--- src/rtl/hazard_scoreboard_pkg.sv ---
// Shared widths, scoreboard entry layout and select/avail helpers for hazard_scoreboard.
// Register count and tracked depth are fixed here so every file agrees on AW/SW.
package hazard_scoreboard_pkg;

  localparam int NREG   = 16;
  localparam int NSTAGE = 3;
  localparam int AW     = $clog2(NREG);
  localparam int SW     = $clog2(NSTAGE);

  localparam logic [SW-1:0] AVAIL_MAX = SW'(NSTAGE - 2);

  typedef struct packed {
    logic          v;
    logic [AW-1:0] dst;
    logic [SW-1:0] avail;
  } sb_entry_t;

  // Results can never be later than the last bypassable position.
  function automatic logic [SW-1:0] clamp_avail(input logic [SW-1:0] a);
    return (a > AVAIL_MAX) ? AVAIL_MAX : a;
  endfunction

  // The producer moves one position before the consumer reaches EX, hence k+1.
  function automatic logic [SW-1:0] byp_sel(input logic found, input logic [SW-1:0] k);
    if (found && ((int'(k) + 1) < NSTAGE)) begin
      return SW'(int'(k) + 1);
    end else begin
      return {SW{1'b0}};
    end
  endfunction

endpackage

--- src/rtl/hazard_scoreboard_sb_match.sv ---
// Youngest-match priority encoder: finds the closest in-flight writer of one
// operand register and reports whether its result is still unavailable.
module sb_match
  import hazard_scoreboard_pkg::*;
#(
  parameter int ZERO_REG = 0
) (
  input  logic          i_re,
  input  logic [AW-1:0] i_addr,
  input  sb_entry_t     i_entries [NSTAGE],
  output logic          o_found,
  output logic [SW-1:0] o_k,
  output logic          o_hazard
);

  logic w_addr_ok;
  logic w_hit;

  // Scan oldest to youngest so the youngest hit overwrites older ones.
  always_comb begin
    o_found   = 1'b0;
    o_k       = {SW{1'b0}};
    o_hazard  = 1'b0;
    w_hit     = 1'b0;
    w_addr_ok = i_re & ~((ZERO_REG != 0) && (i_addr == {AW{1'b0}}));
    for (int k = NSTAGE - 1; k >= 0; k--) begin
      w_hit    = w_addr_ok & i_entries[k].v & (i_entries[k].dst == i_addr);
      o_found  = o_found | w_hit;
      o_k      = w_hit ? SW'(k) : o_k;
      o_hazard = w_hit ? (i_entries[k].avail > SW'(k)) : o_hazard;
    end
  end

endmodule

--- src/rtl/hazard_scoreboard.sv ---
// ID-side hazard scoreboard: tracks in-flight writes, raises the ID stall and
// produces registered EX bypass selects plus a saturating stall counter.
module hazard_scoreboard
  import hazard_scoreboard_pkg::*;
#(
  parameter int ZERO_REG = 0,
  parameter int CNTW     = 16
) (
  input  logic            clk,
  input  logic            rst,
  input  logic            i_id_valid,
  input  logic            i_rf_re0,
  input  logic            i_rf_re1,
  input  logic [AW-1:0]   i_rf_p0_addr,
  input  logic [AW-1:0]   i_rf_p1_addr,
  input  logic            i_rf_we,
  input  logic [AW-1:0]   i_rf_dst_addr,
  input  logic [SW-1:0]   i_avail,
  input  logic            i_flush,
  input  logic            i_kill_ex,
  input  logic            i_freeze,
  output logic            o_stall_id,
  output logic [SW-1:0]   o_byp0_sel,
  output logic [SW-1:0]   o_byp1_sel,
  output logic [CNTW-1:0] o_stall_cnt
);

  logic [NSTAGE-1:0] r_v;
  logic [AW-1:0]     r_dst   [NSTAGE];
  logic [SW-1:0]     r_avail [NSTAGE];
  logic [SW-1:0]     r_byp0_sel;
  logic [SW-1:0]     r_byp1_sel;
  logic [CNTW-1:0]   r_stall_cnt;

  sb_entry_t     w_entries [NSTAGE];
  logic          w_found0, w_found1;
  logic [SW-1:0] w_k0, w_k1;
  logic          w_haz0, w_haz1;
  logic          w_stall;
  logic          w_issue;
  logic [SW-1:0] w_sel0, w_sel1;

  // Pack the split state arrays into entry structs for the matchers.
  always_comb begin
    for (int k = 0; k < NSTAGE; k++) begin
      w_entries[k] = '{v: r_v[k], dst: r_dst[k], avail: r_avail[k]};
    end
  end

  sb_match #(.ZERO_REG(ZERO_REG)) u_match0 (
    .i_re      (i_rf_re0),
    .i_addr    (i_rf_p0_addr),
    .i_entries (w_entries),
    .o_found   (w_found0),
    .o_k       (w_k0),
    .o_hazard  (w_haz0)
  );

  sb_match #(.ZERO_REG(ZERO_REG)) u_match1 (
    .i_re      (i_rf_re1),
    .i_addr    (i_rf_p1_addr),
    .i_entries (w_entries),
    .o_found   (w_found1),
    .o_k       (w_k1),
    .o_hazard  (w_haz1)
  );

  // Flush overrides the stall; only an issuing instruction gets bypass selects.
  always_comb begin
    w_stall = i_id_valid & ~i_flush & (w_haz0 | w_haz1);
    w_issue = i_id_valid & ~i_flush & ~w_stall;
    w_sel0  = w_issue ? byp_sel(w_found0, w_k0) : {SW{1'b0}};
    w_sel1  = w_issue ? byp_sel(w_found1, w_k1) : {SW{1'b0}};
  end

  // Valid bits shift down the pipe; kill_ex knocks out the producer leaving EX.
  always_ff @(posedge clk or posedge rst) begin
    if (rst) begin
      r_v <= {NSTAGE{1'b0}};
    end else if (!i_freeze) begin
      r_v[0] <= w_issue & i_rf_we;
      r_v[1] <= r_v[0] & ~i_kill_ex;
      for (int k = 2; k < NSTAGE; k++) begin
        r_v[k] <= r_v[k-1];
      end
    end
  end

  // Payload needs no reset: it is only looked at behind a set valid bit.
  always_ff @(posedge clk) begin
    if (!i_freeze) begin
      r_dst[0]   <= i_rf_dst_addr;
      r_avail[0] <= clamp_avail(i_avail);
      for (int k = 1; k < NSTAGE; k++) begin
        r_dst[k]   <= r_dst[k-1];
        r_avail[k] <= r_avail[k-1];
      end
    end
  end

  // Registered bypass selects and the saturating stall counter.
  always_ff @(posedge clk or posedge rst) begin
    if (rst) begin
      r_byp0_sel  <= {SW{1'b0}};
      r_byp1_sel  <= {SW{1'b0}};
      r_stall_cnt <= {CNTW{1'b0}};
    end else if (!i_freeze) begin
      r_byp0_sel <= w_sel0;
      r_byp1_sel <= w_sel1;
      if (w_stall && (r_stall_cnt != {CNTW{1'b1}})) begin
        r_stall_cnt <= r_stall_cnt + CNTW'(1);
      end
    end
  end

  assign o_stall_id  = w_stall;
  assign o_byp0_sel  = r_byp0_sel;
  assign o_byp1_sel  = r_byp1_sel;
  assign o_stall_cnt = r_stall_cnt;

endmodule

--- config.mk ---
export PLATFORM = sky130hd
export DESIGN_NAME = hazard_scoreboard
export DESIGN_NICKNAME = d
export VERILOG_FILES = /design/src/rtl/hazard_scoreboard_pkg.sv /design/src/rtl/hazard_scoreboard_sb_match.sv /design/src/rtl/hazard_scoreboard.sv
export SDC_FILE = /design/constraint.sdc
export NUM_CORES = 1
export LEC_CHECK = 0
export BUFFER_PORTS_ARGS = -buffer_cell sky130_fd_sc_hd__buf_2
export CORE_MARGIN = 3
export CORE_UTILIZATION = 50
export CTS_BUF_LIST = sky130_fd_sc_hd__clkbuf_8 sky130_fd_sc_hd__clkbuf_16
export DETAILED_ROUTE_END_ITERATION = 10
export GPL_TIMING_DRIVEN = 0
export PLACE_DENSITY = 0.84
export SYNTH_ARGS = -nofsm -noshare
export SYNTH_HDL_FRONTEND = slang
export SYNTH_SLANG_ARGS = --single-unit
export TNS_END_PERCENT = 50
--- constraint.sdc ---
create_clock -name clk -period 5.6 [get_ports clk]
set_input_delay 0 -clock clk [delete_from_list [all_inputs] [get_ports clk]]
set_output_delay 0 -clock clk [all_outputs]
set_load 0.02 [all_outputs]
Yosys cells after proc, flatten, opt, wreduce, memory -nomap -nowiden:

Memories as Yosys holds them, arrays and structs flattened.
Index checks and enable logic that the tools add are counted.

* flip-flop bits (word level): 23
* latch bits: 0
* memory bits (writable): 18
* ROM bits: 0
* output and inout port bits: 21
* memories kept: 2

* $add $sub $neg: 3
* multipliers: 0
* div/mod/pow operators: 0
* order comparisons: 6
* equal/unequal tests: 7
* shift-type cells: 0
* multiplexer cells: 18
* bitwise logic cells: 26
* reduce and logical (&&, ||, !) cells: 4

Memories
* r_dst: words 3, bits a word 4, read ports 3, clocked after Yosys merged registers in 0, write ports 3, RTL line hazard_scoreboard.sv:29 `logic [AW-1:0] r_dst [NSTAGE];`
* r_avail: words 3, bits a word 2, read ports 3, clocked after Yosys merged registers in 0, write ports 3, RTL line hazard_scoreboard.sv:30 `logic [SW-1:0] r_avail [NSTAGE];`

Operators by type and width (count)
* $lt 32x3->1 const B: 2
* $eq 4x4->1: 6
* $mux 2: 11
* $and 1x1->1: 17
* $add 16x1->16 const B: 1
* $ne 16x16->1 const B: 1
* $mux 1: 7
* $add 2x1->3 const B: 2
* $gt 2x1->1 const B: 3
* $or 1x1->1: 5
* $not 1->1: 4
* $logic_and 1x1->1: 3
* $gt 2x2->1 const B: 1
* $reduce_and 2->1: 1

Logic depth before layout (Yosys ltp):

* depth in word-level cells: 10
* depth in mapped cells: 9
* depth with buffers taken out: 9

Modules after synthesis:

A second synthesis with hierarchy kept.

* cells, all modules: 194
* area, all modules: 2178.3 um^2

Modules (own cells, without submodules)
* hazard_scoreboard: instances 1, cells an instance 130, area an instance 1745.4 um^2, sequential area each 1116.1 um^2
* sb_match: instances 2, cells an instance 32, area an instance 216.5 um^2, sequential area each 0.0 um^2

Worst setup path after synthesis:

No wires, ideal clock.

* path type: register -> register
* start: register r_stall_cnt[0], in the netlist o_stall_cnt[0]
* end: register r_stall_cnt[15], in the netlist o_stall_cnt[15]
* library setup time: 129 ps
* arrival: 1899 ps
* data required time: 5471 ps
* setup slack: 3572 ps
* cell stages (with the launch flop): 10
* path buffers: 1
* clock period less this slack: 2028 ps
* path through: dfrtp_1 > ha_1 > and2_1 > clkbuf_1 > nand2_1 > o21ai_1 > nor2_1 > and4_1 > nand4_1 > xnor2_1

* longest elaborated chain between the ends: 3
* elaborated cells on any way between the ends: 4

Ends and longest elaborated chain
* from (decl): RTL line hazard_scoreboard.sv:33 `logic [CNTW-1:0] r_stall_cnt;`
* from (signal assigned): RTL line hazard_scoreboard.sv:106 `r_stall_cnt <= {CNTW{1'b0}};`
* from (signal assigned): RTL line hazard_scoreboard.sv:111 `r_stall_cnt <= r_stall_cnt + CNTW'(1);`
* parallel branches: the longest is 3 deep, another holds $add 16x1->16

Several ways; the timed one is not identified.
A chain may end at the register's enable or synchronous reset.

==> flow_summary.yaml <==
outcome:
  status: "finished clean"
timing:
  slew_headroom_pct: 43.1
  setup_ws_ns: 3.11
  setup_viol: 0
  hold_violations: 0
  maxSlewViolCount: 0
  rsz0062_at_grt: "false"
  fin_setup_tns_ns: 0
  tightest_slew_ns: 0.852
  final.setup_skew_ns: 0.00404
  fmax_mhz: 402
  period_share_pct: 44.4
  post-route-min-period_ns: 2.49
die:
  io_pins: 44
  core_um2: 3770
  start_util_pct: 53.6
  die-area_um2: 4840
  chipHeight_um: 69.6
  placement_rows: 22
  die_x_um: 69.6
power:
  p_per_area_nw_per_um2: 241
  peakVddDrop_v: 0.000175
  power_mw: 0.600
  p_leak_nw: 1.10
critical_path:
  critPathKind: "register to primary output"
  startpoint_type: "register"
  cp_max_fo: 8
  end_kind: "primary output"
  crit_path_max_incr_delay_ns: 0.45
  crit_slowest_cell: "edfxtp_1"
  crit_arrival_ns: 2.49
  cp_cell_sequence: "xnor2_1, nand3_1, nor4_4, nor3_2, a311oi_4, nand2_2, and3b_1, buf_2"
  critPathBufInv: 1
  worstRegToRegCells: 9
  critPathTopFamily: "simple AND/OR/NAND/NOR gates"
  cp.depth: 8
  cp.required_ns: 5.60
synth:
  yosysSeqAreaShare_pct: 55.2
  synthArstFlopShare_pct: 56.1
  netlist_area_um2: 2020
  syn_avg_cell_area_um2: 12.9
  synthFlopType: "dfrtp_1"
  syn-num-nets: 183
  yosysTopAreaCell: "dfrtp_1"
  synth_area_leaders: "dfrtp_1 28%, edfxtp_1 27%, xnor2_1 9.5%, xor2_1 7.4%, nand4_1 2.8%"
  synth_top_area_share_pct: 28.5
  synth.most_common_cell: "dfrtp_1"
  yosysWarnings: 0
  synth_edf_count: 18
  ys_types: 36
  synthTopCellsByCount: "23 x dfrtp_1, 22 x xnor2_1, 18 x edfxtp_1"
  netlist_instances: 157
  ys_seq_elements: 41
clocking:
  numCtsBuffers: 5
  path_clk_slew_ns: 0.07
  cts_max_path_buffers: 2
  root_buffer: "clkbuf_8"
  cts_max_level: 2
  clk_latency_ns: 0.29
  cts_tree: "yes"
  postCtsSetupBuffers: 0
  clock-sinks: 41
placed_design:
  pre_cts_ws_ns: 3.40
  hpwlAfterDp_um: 2900
  gp_congestion: 0.804
  numPortBuffers: 42
  place_area_um2: 2290
routing:
  num_vias: 1423
  viasPerCell: 5.39
  avgRoutedWirePerCell_um: 14.7
  drt_wl_total_um: 3890
  first_pass_iters: 4
  drc: 0
  ant_nets: 0
  drt_iter0_drc: 105
grt:
  grt_pass1_vias: 1446
  grt.overflow.total: 0
  grt_antenna_before_repair: 0
  grt_pass1_wl_um: 6670
  grt_max_degree: 24
  grt_usage_pct: 17.3
finish:
  drive_gt1_share_pct: 29.2
  finish.utilization_pct: 65.9
  design_area_um2: 2480
  n_fill_cell: 286
  antennaDiodeCount: 0
  area_growth_pct: 22.9
  nets: 241
hold_path:
  min_delay_path_depth: 3
  hold_path.class: "primary input to register"
flow_run:
  maxCapViolCount: 0
state kept, by name, indices dropped and copies added, names as in the netlist:
register / count
o_stall_cnt: 16
r_avail: 6
r_v: 3
r_dst: 12
o_byp0_sel: 2
o_byp1_sel: 2
final timing paths:
| path | start | end | slack, ns |
|---|---|---|---|
| min in group asynchronous | rst | o_stall_cnt[10] | 0.43 |
| worst max register to register | o_stall_cnt[0] | o_stall_cnt[15] | 3.33 |
| max in group asynchronous | rst | o_stall_cnt[11] | 4.65 |
| worst min register to register | r_avail[0][2] | r_avail[0][4] | 0.43 |
| worst min-delay path | i_freeze | r_v[1] | 0.12 |
| worst max-delay path | r_dst[0][2] | o_stall_id | 3.11 |
cell families after synthesis:
kind of cell,count (synthesis),synth area share (%)
compound gates,12,6.25
buf+inv,6,1.11
flops,41,55.2
xor+xnor,39,16.9
simple gates,53,17.2
other cells,1,0.186
mux,2,1.30
fa+ha+maj,3,1.86
layout by cell type, fill, tap and decap left out, types with 2 or more instances in the layout:
master	Yosys	final
buf_2	0	42
dfrtp_1	23	23
xnor2_1	22	22
edfxtp_1	18	18
xor2_1	17	17
nand3_1	10	10
nand4_1	9	9
dlygate4sd3_1	0	9
nand2_1	8	8
nor2_1	5	5
inv_1	4	5
clkbuf_8	0	5
and4_1	4	4
a22o_1	3	3
ha_1	3	3
nor4_4	2	2
nor3_1	2	2
nor3b_1	2	2
and3_1	2	2
and2_1	2	2
clkbuf_1	2	2
a32o_1	2	2
where the power goes:
group,leakage (nW),switching (mW),internal [mW]
clock network,0.0575,0.0985,0.112
registers,0.497,0.0105,0.328
logic,0.550,0.0270,0.0236
total,1.10,0.136,0.464
routing by layer:
metal | track usage, % | wire length [um] | vias up
met3 | 5.36 | 211 | 8
met1 | 22.9 | 1730 | 687
met5 | 0 | 0 | -
met2 | 27.3 | 1900 | 47
li1 | - | - | 681
met4 | 4.99 | 53 | 0
worst reg2reg max path, stage by stage (launching register included):
cell and delay, ns:
dfrtp_1 0.43, ha_1 0.23, and2_1 0.15, clkbuf_1 0.18
nand2_1 0.10, o21ai_1 0.13, nor2_1 0.40, and4_1 0.28
nand4_1 0.12, xnor2_1 0.14
layout make-up:
cell class / count / area [um2] / share of cell area [%]
buffer: 2 / 7.51 / 0.302
timing repair buffer: 51 / 300 / 12.1
multi-input combinational: 110 / 882 / 35.5
clock inverter: 2 / 8.76 / 0.353
tap: 48 / 60.1 / 2.42
sequential: 41 / 1120 / 44.9
inverter: 4 / 15.0 / 0.605
clock buffer: 6 / 93.8 / 3.78
through the flow:
step                hold slack, ns  std cells
finish                       0.121        264
global route                 0.181        264
CTS                          0.119        264
detailed placement           0.178        247
global placement             0.178        247
floorplan                  0.00192        157
what timing repair did:
item                                   in CTS  in global routing
endpoints found under the hold margin      30                  0
resized for setup                           0                  0
hold buffers                                9                  0
No activity file was read; power rests on OpenSTA's default activity.
